[config.mk]
export PLATFORM = sky130hd
export DESIGN_NAME = psum_wr_arb
export DESIGN_NICKNAME = d
export VERILOG_FILES = /design/src/rtl/psum_wr_arb.sv
export SDC_FILE = /design/constraint.sdc
export NUM_CORES = 1
export LEC_CHECK = 0
export ABC_AREA = 1
export CORE_MARGIN = 3
export CORE_UTILIZATION = 45
export CTS_CLUSTER_SIZE = 8
export DETAILED_ROUTE_END_ITERATION = 12
export GPL_TIMING_DRIVEN = 1
export PLACE_DENSITY = 0.86
export SYNTH_ARGS = -nofsm -noshare
export SYNTH_HDL_FRONTEND = slang
export SYNTH_SLANG_ARGS = --single-unit
[constraint.sdc]
create_clock -name clk -period 4.6 [get_ports clk]
set_clock_uncertainty 0.15 [all_clocks]
set_input_delay 0.92 -clock clk [delete_from_list [all_inputs] [get_ports clk]]
set_output_delay 0.92 -clock clk [all_outputs]
set_load 0.02 [all_outputs]
[src/rtl/psum_wr_arb.sv]
// Round-robin psum write arbiter and row sequencer (start/accumulate/drain) for one PSUM bank.
// Latency: an accepted request word appears on psumaddr one cycle later; one word per cycle sustained.
// Backpressure: psumaddr_rdy low holds the output word; req_rdy drops to zero until that word drains.
// Optional watchdog: define PSUM_ARB_TIMEOUT_EN to enable the RUN timeout and sticky err flag.
module psum_wr_arb #(
  parameter int NUM_REQ         = 4,
  parameter int PSUM_ADDR_WIDTH = 4,
  parameter int PSUM_WIDTH      = 24,
  parameter int TIMEOUT_CYC     = 1023
) (
  input  logic                                              clk,
  input  logic                                              rst_n,
  input  logic                                              start,
  input  logic [NUM_REQ-1:0]                                req_val,
  input  logic [NUM_REQ*(PSUM_ADDR_WIDTH+PSUM_WIDTH)-1:0]   req_data,
  output logic [NUM_REQ-1:0]                                req_rdy,
  input  logic [NUM_REQ-1:0]                                req_done,
  input  logic                                              PSUMARB_empty,
  output logic                                              ARBPSUM_fnh,
  output logic                                              MACPSUM_empty,
  output logic                                              psumaddr_val,
  output logic [PSUM_ADDR_WIDTH+PSUM_WIDTH-1:0]             psumaddr,
  input  logic                                              psumaddr_rdy,
  output logic                                              busy,
  output logic                                              err
);

  localparam int DW    = PSUM_ADDR_WIDTH + PSUM_WIDTH;
  localparam int PTR_W = (NUM_REQ > 1) ? $clog2(NUM_REQ) : 1;

  typedef enum logic [1:0] {
    S_IDLE  = 2'd0,
    S_ARM   = 2'd1,
    S_RUN   = 2'd2,
    S_DRAIN = 2'd3
  } state_t;

  state_t             state;
  state_t             state_nxt;
  logic [NUM_REQ-1:0] done_q;
  logic [PTR_W-1:0]   rr_ptr;
  logic [PTR_W-1:0]   gnt_idx;
  logic [PTR_W-1:0]   cand;
  logic               gnt_vld;
  logic               accept;
  logic               row_complete;
  logic               tmo_hit;

  // Row is finished once every requester has declared done, nothing is pending and the output word has left.
  assign row_complete = (&done_q) && (req_val == '0) && !psumaddr_val;

`ifdef PSUM_ARB_TIMEOUT_EN
  localparam int CNT_W = (TIMEOUT_CYC > 1) ? $clog2(TIMEOUT_CYC + 1) : 1;

  logic [CNT_W-1:0] tmo_cnt;
  logic             err_q;

  // The final watchdog cycle also blocks grants, so pending unaccepted requests are dropped.
  assign tmo_hit = (state == S_RUN) && (tmo_cnt == CNT_W'(TIMEOUT_CYC - 1));
  assign err     = err_q;

  // Watchdog: restarts on every accept and outside RUN, counts idle RUN cycles otherwise.
  always_ff @(posedge clk) begin
    if (!rst_n) begin
      tmo_cnt <= '0;
      err_q   <= 1'b0;
    end else begin
      if ((state != S_RUN) || accept) begin
        tmo_cnt <= '0;
      end else begin
        tmo_cnt <= tmo_cnt + CNT_W'(1);
      end
      if (tmo_hit) begin
        err_q <= 1'b1;
      end
    end
  end
`else
  logic unused_tmo;

  assign tmo_hit    = 1'b0;
  assign err        = 1'b0;
  assign unused_tmo = ^TIMEOUT_CYC;
`endif

  // State register.
  always_ff @(posedge clk) begin
    if (!rst_n) begin
      state <= S_IDLE;
    end else begin
      state <= state_nxt;
    end
  end

  // Row sequencing: IDLE -> ARM -> RUN -> DRAIN -> IDLE.
  always_comb begin
    state_nxt = state;
    case (state)
      S_IDLE:  if (start)                   state_nxt = S_ARM;
      S_ARM:   if (!PSUMARB_empty)          state_nxt = S_RUN;
      S_RUN:   if (tmo_hit || row_complete) state_nxt = S_DRAIN;
      S_DRAIN: if (PSUMARB_empty)           state_nxt = S_IDLE;
      default:                              state_nxt = S_IDLE;
    endcase
  end

  // Sticky per-requester done flags, cleared as a new row is armed.
  always_ff @(posedge clk) begin
    if (!rst_n) begin
      done_q <= '0;
    end else if ((state == S_IDLE) && start) begin
      done_q <= '0;
    end else if ((state == S_ARM) || (state == S_RUN)) begin
      done_q <= done_q | req_done;
    end
  end

  // Round-robin search: first valid requester at or above rr_ptr, wrapping.
  always_comb begin
    gnt_vld = 1'b0;
    gnt_idx = '0;
    cand    = '0;
    for (int k = 0; k < NUM_REQ; k++) begin
      cand = PTR_W'((int'(rr_ptr) + k) % NUM_REQ);
      if (!gnt_vld && req_val[cand]) begin
        gnt_vld = 1'b1;
        gnt_idx = cand;
      end
    end
  end

  // Grant only in RUN and only when the output slot is free or freeing this cycle.
  assign accept = (state == S_RUN) && gnt_vld && (!psumaddr_val || psumaddr_rdy) && !tmo_hit;

  // One-hot ready to the granted requester.
  always_comb begin
    req_rdy = '0;
    if (accept) begin
      req_rdy[gnt_idx] = 1'b1;
    end
  end

  // Pointer moves just past the requester that was served.
  always_ff @(posedge clk) begin
    if (!rst_n) begin
      rr_ptr <= '0;
    end else if (accept) begin
      rr_ptr <= (gnt_idx == PTR_W'(NUM_REQ - 1)) ? '0 : gnt_idx + PTR_W'(1);
    end
  end

  // Single-entry output register; load and drain in the same cycle keeps the stream gapless.
  always_ff @(posedge clk) begin
    if (!rst_n) begin
      psumaddr_val <= 1'b0;
      psumaddr     <= '0;
    end else if (accept) begin
      psumaddr_val <= 1'b1;
      psumaddr     <= req_data[int'(gnt_idx)*DW +: DW];
    end else if (psumaddr_rdy) begin
      psumaddr_val <= 1'b0;
    end
  end

  assign ARBPSUM_fnh   = (state == S_IDLE) || (state == S_DRAIN);
  assign MACPSUM_empty = ~psumaddr_val;
  assign busy          = (state != S_IDLE);

endmodule

==> results.tsv, run 1 <==
stage	metric	value	unit
sta	fin_crit	4.31	ns
power_and_ir_drop	ir_worst_vdd	0.411	mV
outcome	run_status	complete, no violations	
route	drtIter0Drc	169	
die	start_util	0.475	
yosys	synth_top_family_by_area	simple AND/OR/NAND/NOR gates	
sta	fin_setup_tns	0	ns
yosys	synth_nets	700	
setup_path	r2r_start	rr_ptr[0]$_SDFFE_PN0P_	
sta	clock.fmax	232	MHz
die	std_cell_rows	30	
yosys	ys_types	27	
yosys	synthAdderAreaFrac	0.0228	
clocking	cts_tree	done	
setup_path	crit_type	in2out	
die	die_w	91.6	microns
yosys	ys_warn_count	0	
layout	fin_util	0.717	
min_path	hp-class	reg2reg	
setup_path	startpoint	req_val[2]	
setup_path	worstPathArrival	3.24	ns
yosys	postSynthAreaPerCell	5.79	sq um
layout	finalNonFillerCells	802	
layout	areaGrowthSynthToFinish	51.0	%
setup_path	critPathMaxFanout	6	
die	die_h	91.6	microns
layout	final_area	4980	sq um
clocking	htreeDepth	2	
place	numPortBuffers	160	
sta	worst_pin_slew	0.963	ns
route	vias	4072	
setup_path	cp_data_required_time	3.53	ns
sta	finalHoldViolCount	0	
global_route	grt-ovfl-total	0	
yosys	synth_edf_count	0	
yosys	synthMuxAreaShare	0	
die	die_area	8390	sq um
place	placed_area	4860	sq um
yosys	synth_xor_area_frac	0	
global_route	grt_pass1_vias	3904	
route	final_antenna_net_count	0	
route	finalWirelength	10500	microns
die	ioPinCount	162	
route	firstDrtPassIters	5	
clocking	path_clk_slew	0.08	ns
clocking	numCtsBuffers	5	
sta	slew_viol_final	0	
min_path	holdCritStartpoint	done_q[0]$_SDFFE_PP0P_	
power_and_ir_drop	power.leakage	0.00261	uW
yosys	ys_ff_latch	37	
power_and_ir_drop	total_power	2710	uW
clocking	cts.sinks	37	
place	placed_cells	794	
clocking	clockRootBuffer	clkbuf_8	
global_route	grt_usage	0.246	
layout	fin_nets	836	
setup_path	startpoint_type	primary input	
route	drc	0	
sta	grt_setup_unrepaired	no	
yosys	yosys.area_share.simple	0.408	
sta	slew_headroom	0.357	
clocking	post_cts_buffers	0	
route	wl_per_cell	13.1	microns
sta	setup_viol_count_final	0	
clocking	post_cts_resized	0	
die	coreArea	6940	sq um
yosys	async_flop_share	0	
clocking	cts_hold_buf	0	
global_route	grt_max_degree	58	
place	gp_congestion	0.812	
yosys	netlist_instances	569	
power_and_ir_drop	powerDensity	544	nW/um^2
clocking	clk_latency	0.29	ns
yosys	synthFlopType	dfxtp_1	
yosys	ys_seq_area_frac	0.225	
route	vias_per_cell	5.08	
global_route	grt_pass1_wl	17400	microns
job	max_cap_viol_count	0	
sta	min_period_over_period	0.937	
yosys	synth_compound_area_frac	0.0934	
layout	drive_gt1_frac	0.0397	
setup_path	crit_path_end_kind	primary output	
layout	n_antenna_cell	0	
clocking	cts_buffer_depth	2	
place	dp_hpwl	7670	microns
global_route	antenna_found_initial	0	
yosys	syn-cell-area	3300	sq um
[layout make-up]
| type | instances | area (sq um) |
|---|---|---|
| fill | 594 | 1970 |
| timing repair buffer | 170 | 1680 |
| inverter | 157 | 589 |
| clock inverter | 2 | 37.5 |
| sequential | 37 | 741 |
| clock buffer | 6 | 82.6 |
| tap | 96 | 120 |
| multi-input combinational | 334 | 1730 |
[metal layers]
metal | part of all wire | up-vias | GRT usage
met5 | 0 | - | 0
met4 | 0.028 | 0 | 0.0892
met3 | 0.10 | 26 | 0.0779
met2 | 0.47 | 192 | 0.413
met1 | 0.40 | 1801 | 0.291
li1 | - | 2053 | -
[cells in the mapped netlist (6+ instances only)]
| library cell | n | area (sq um) |
|---|---|---|
| a21oi_1 | 9 | 45.0 |
| buf_2 | 14 | 70.1 |
| buf_4 | 9 | 67.6 |
| clkbuf_1 | 10 | 37.5 |
| dfxtp_1 | 37 | 741 |
| ha_1 | 6 | 75.1 |
| inv_1 | 154 | 578 |
| nand2_1 | 118 | 443 |
| nand3_1 | 88 | 440 |
| nand4_1 | 59 | 369 |
| nor2_1 | 8 | 30.0 |
| o21a_1 | 28 | 210 |
[critical path: stages]
cell and delay (ns):
clkdlybuf4s50_1 0.40, inv_1 0.12, nand2_1 0.07, nand2_1 0.12, nand2_1 0.08, nand2_1 0.12
nand2_1 0.07, nor2_1 0.15, nand2_1 0.07, nand3_1 0.18, ha_1 0.19, inv_1 0.04
nor2_1 0.10, clkdlybuf4s50_1 0.63
[through the flow]
step	setup slack (ns)	hold WS, ns
2_1_floorplan	1.20	0.286
3_3_place_gp	0.416	0.303
3_5_place_dp	0.320	0.311
4_1_cts	0.321	0.331
5_1_grt	0.0929	0.363
6_report	0.290	0.332
[logic make-up after synthesis]
family	after synthesis
flip-flops	37
adder cells (fa/ha/maj)	6
buffers and inverters	198
other	1
AO/OA/AOI/OAI	45
AND/OR/NAND/NOR	282
[power breakdown]
| group | switching (uW) | internal, uW |
|---|---|---|
| combinational | 1150 | 746 |
| clock | 121 | 176 |
| sequential | 74.9 | 439 |
[path summary, 6_finish.rpt]
path	endpoint	slack, ns	cells past startpoint
worst max register to register	psumaddr[21]$_SDFFE_PN0P_	1.99	14
worst min-delay path	done_q[0]$_SDFFE_PP0P_	0.33	2
worst max-delay path	req_rdy[3]	0.29	14
worst min register to register	done_q[0]$_SDFFE_PP0P_	0.33	2
[registers in the layout, indices dropped and copies added (netlist names)]
| name | cells |
|---|---|
| done_q | 4 |
| psumaddr | 28 |
| psumaddr_val | 1 |
| rr_ptr | 2 |
| state | 2 |
[cells in the final DEF, fill, tap and decap left out, drive strengths merged]
cell type      synthesis  routed
buf                   31      10
nand4                 59      59
nand2                119     119
o31ai                  1       1
inv                  157     157
ha                     6       6
or2                    1       1
bufinv                 0       1
nor3                   4       4
o22ai                  1       1
clkinvlp               0       1
conb                   1       1
clkbuf                10       6
nand3                 91      91
a21boi                 1       1
a21oi                 10      10
a211oi                 1       1
nor2                   8       8
clkdlybuf4s50          0     160
o21ai                  3       3
dfxtp                 37      37
o21a                  28      28
(Power assumes the default switching activity.)
==> run 2: changes to the inputs <==
Settings changed: CORE_UTILIZATION 45 to 41, PLACE_DENSITY 0.86 to 0.79.
Clock period 4.6 ns to 4.4 ns, I/O delays scaled along.
==> run 2 against run 1 <==
Net effect:
- largest power group unchanged
- critical path type unchanged
- clock-buffer cell count is 2 higher
- critical endpoint is now req_rdy[1]
- worst hold slack hardly changed
- sequential cell count stayed put
- sequential power is 5.4% higher
- die area is 9.1% higher
- via count is 0.52% lower
- cell count is 0.75% higher
==> results.tsv, run 2 (synthesized netlist as in run 1, its figures left out) <==
stage	metric	value	unit	change
min_path	hold_path_depth	2		unchanged
route	finalWirelength	10600	microns	was 10500 microns
sta	grt_setup_unrepaired	no		unchanged
die	std_cell_rows	32		was 30
setup_path	worstPathArrival	3.08	ns	was 3.24 ns
route	firstDrtPassIters	4		was 5
power_and_ir_drop	total_power	2760	uW	was 2710 uW
layout	areaGrowthSynthToFinish	50.1	%	was 51.0%
clocking	path_clk_slew	0.08	ns	about the same
setup_path	startpoint_type	primary input		unchanged
place	dp_hpwl	7710	microns	was 7670 microns
sta	fin_ws	0.286	ns	was 0.290 ns
layout	n_fill_cell	727		was 594
clocking	numCtsBuffers	5		unchanged
setup_path	crit_path_top_delay_cell	clkdlybuf4s50_1		unchanged
die	ioPinCount	162		unchanged
global_route	grt_usage	0.226		was 0.246
setup_path	crit_path_cell_trace	clkdlybuf4s50_1 -> inv_1 -> o21ai_1 -> nand2_1 -> nand2_1 -> inv_2 -> nand2_1 -> nor2_1 -> nand2_1 -> nand3_1 -> nor3_1 -> clkdlybuf4s50_1		was clkdlybuf4s50_1 -> inv_1 -> nand2_1 -> nand2_1 -> nand2_1 -> nand2_1 -> nand2_1 -> nor2_1 -> nand2_1 -> nand3_1 -> ha_1 -> inv_1 -> nor2_1 -> clkdlybuf4s50_1
clocking	cts_hold_buf	0		unchanged
setup_path	r2r_start	rr_ptr[0]$_SDFFE_PN0P_		unchanged
setup_path	cp-endpoint	req_rdy[1]		was req_rdy[3]
min_path	holdCritStartpoint	done_q[2]$_SDFFE_PP0P_		was done_q[0]$_SDFFE_PP0P_
route	wl_per_cell	13.2	microns	was 13.1 microns
die	die_h	95.7	microns	was 91.6 microns
power_and_ir_drop	ir_worst_vdd	0.476	mV	was 0.411 mV
die	die_w	95.7	microns	was 91.6 microns
layout	largest_reg_flops	28		unchanged
global_route	grt-ovfl-total	0		unchanged
job	max_cap_viol_count	0		unchanged
place	gp_congestion	0.964		was 0.812
sta	fin_setup_tns	0	ns	unchanged
min_path	hp-class	reg2reg		unchanged
route	vias_per_cell	5.01		was 5.08
clocking	clk_latency	0.29	ns	about the same
layout	layout_common_cells	clkdlybuf4s50_1 (159), inv_1 (153), nand2_1 (118), nand3_1 (88), nand4_1 (59)		was clkdlybuf4s50_1 (160), inv_1 (153), nand2_1 (118), nand3_1 (88), nand4_1 (59)
setup_path	cp_top_family	buffers and inverters		unchanged
route	drtIter0Drc	155		was 169
sta	slew_headroom	0.366		was 0.357
setup_path	critical_path_depth	12		was 14
sta	whs	0.332	ns	about the same
route	vias	4051		was 4072
clocking	post_cts_resized	0		unchanged
setup_path	r2r_slack	1.79	ns	was 1.99 ns
die	start_util	0.424		was 0.475
clocking	post_cts_buffers	0		unchanged
clocking	clockRootBuffer	clkbuf_8		unchanged
layout	drive_gt1_frac	0.0354		was 0.0397
layout	fin_nets	836		unchanged
sta	clock.fmax	243	MHz	
setup_path	cpMostUsedCell	nand2_1		unchanged
route	drc	0		unchanged
setup_path	crit_type	in2out		unchanged
setup_path	critical_path_buf_inv_count	4		unchanged
power_and_ir_drop	powerDensity	558	nW/um^2	was 544 nW/um^2
place	pre_cts_ws	0.204	ns	was 0.320 ns
route	final_antenna_net_count	0		unchanged
global_route	antenna_found_initial	0		unchanged
clocking	htreeDepth	2		unchanged
sta	min_period_over_period	0.935		
global_route	grt_pass1_vias	3811		was 3904
layout	layout_commonest_cell	clkdlybuf4s50_1		unchanged
clocking	cts_tree	done		unchanged
setup_path	startpoint	req_val[2]		unchanged
setup_path	reg2reg_to	psumaddr[10]$_SDFFE_PN0P_		was psumaddr[21]$_SDFFE_PN0P_
layout	finalNonFillerCells	808		was 802
clocking	cts_buffer_depth	2		unchanged
clocking	cts.sinks	37		unchanged
die	die_area	9150	sq um	was 8390 sq um
sta	slew_viol_final	0		unchanged
power_and_ir_drop	power.leakage	0.00261	uW	about the same
setup_path	critPathMaxFanout	5		was 6
global_route	grt_max_degree	58		unchanged
sta	finalHoldViolCount	0		unchanged
setup_path	rr_worst_depth	14		unchanged
layout	n_antenna_cell	0		unchanged
layout	largest-register	psumaddr		unchanged
sta	fin_crit	4.11	ns	
place	placed_cells	800		was 794
layout	reg.largest.list	psumaddr (28), done_q (4)		unchanged
place	numPortBuffers	160		unchanged
setup_path	cp_data_required_time	3.37	ns	was 3.53 ns
sta	setup_viol_count_final	0		unchanged
global_route	grt_pass1_wl	16900	microns	was 17400 microns
sta	worst_pin_slew	0.950	ns	was 0.963 ns
outcome	run_status	complete, no violations		unchanged
die	coreArea	7770	sq um	was 6940 sq um
setup_path	crit_path_end_kind	primary output		unchanged
setup_path	slowest_delay	0.64	ns	was 0.63 ns
-- run 2: report_power, final --
part / switching, uW / leakage [uW] / internal (uW)
sequential: 82.9 / 0.000303 / 459
clock: 117 / 0.0000395 / 113
combinational: 1210 / 0.00227 / 782
-- run 2: stage by stage --
stage,utilization,cell area [sq um]
CTS,0.637,4950
global placement,0.626,4870
floorplan,-,3300
detailed placement,0.626,4870
finish,0.637,4950
global route,0.637,4950
-- run 2: cell type report --
cell class                 instances  area, sq um  area share
inverter                         157          589       0.119
multi-input combinational        334         1730       0.350
sequential                        37          741       0.150
clock buffer                       8         80.1      0.0162
tap                              102          128      0.0258
timing repair buffer             170         1680       0.339
-- run 2: how the worst min path moves through the flow --
stage                              to  slack (ns)
6_report       done_q[2]$_SDFFE_PP0P_        0.33
5_1_grt        done_q[3]$_SDFFE_PP0P_        0.36
4_1_cts        done_q[2]$_SDFFE_PP0P_        0.34
3_5_place_dp   done_q[2]$_SDFFE_PP0P_        0.32
3_3_place_gp   done_q[1]$_SDFFE_PP0P_        0.30
2_1_floorplan  done_q[0]$_SDFFE_PP0P_        0.29
-- run 2: worst reg2reg max path, cell delays in order (launching register included) --
cell	delay, ns
dfxtp_1	0.57
inv_2	0.15
nand2_1	0.09
nand2_1	0.09
nand2_1	0.09
nand2_1	0.09
nand2_1	0.11
nand2_1	0.07
nand2_2	0.07
buf_4	0.46
nand4_1	0.22
nand3_1	0.14
nand3_1	0.08
nand2_1	0.09
inv_1	0.03
-- run 2: layer usage --
metal  global-route usage  vias up  wire length (microns)
met5                    0        -                      0
met4               0.0509        0                     91
met3               0.0576       12                    991
met2                0.397      162                   5120
met1                0.274     1830                   4430
li1                     -     2047                      -
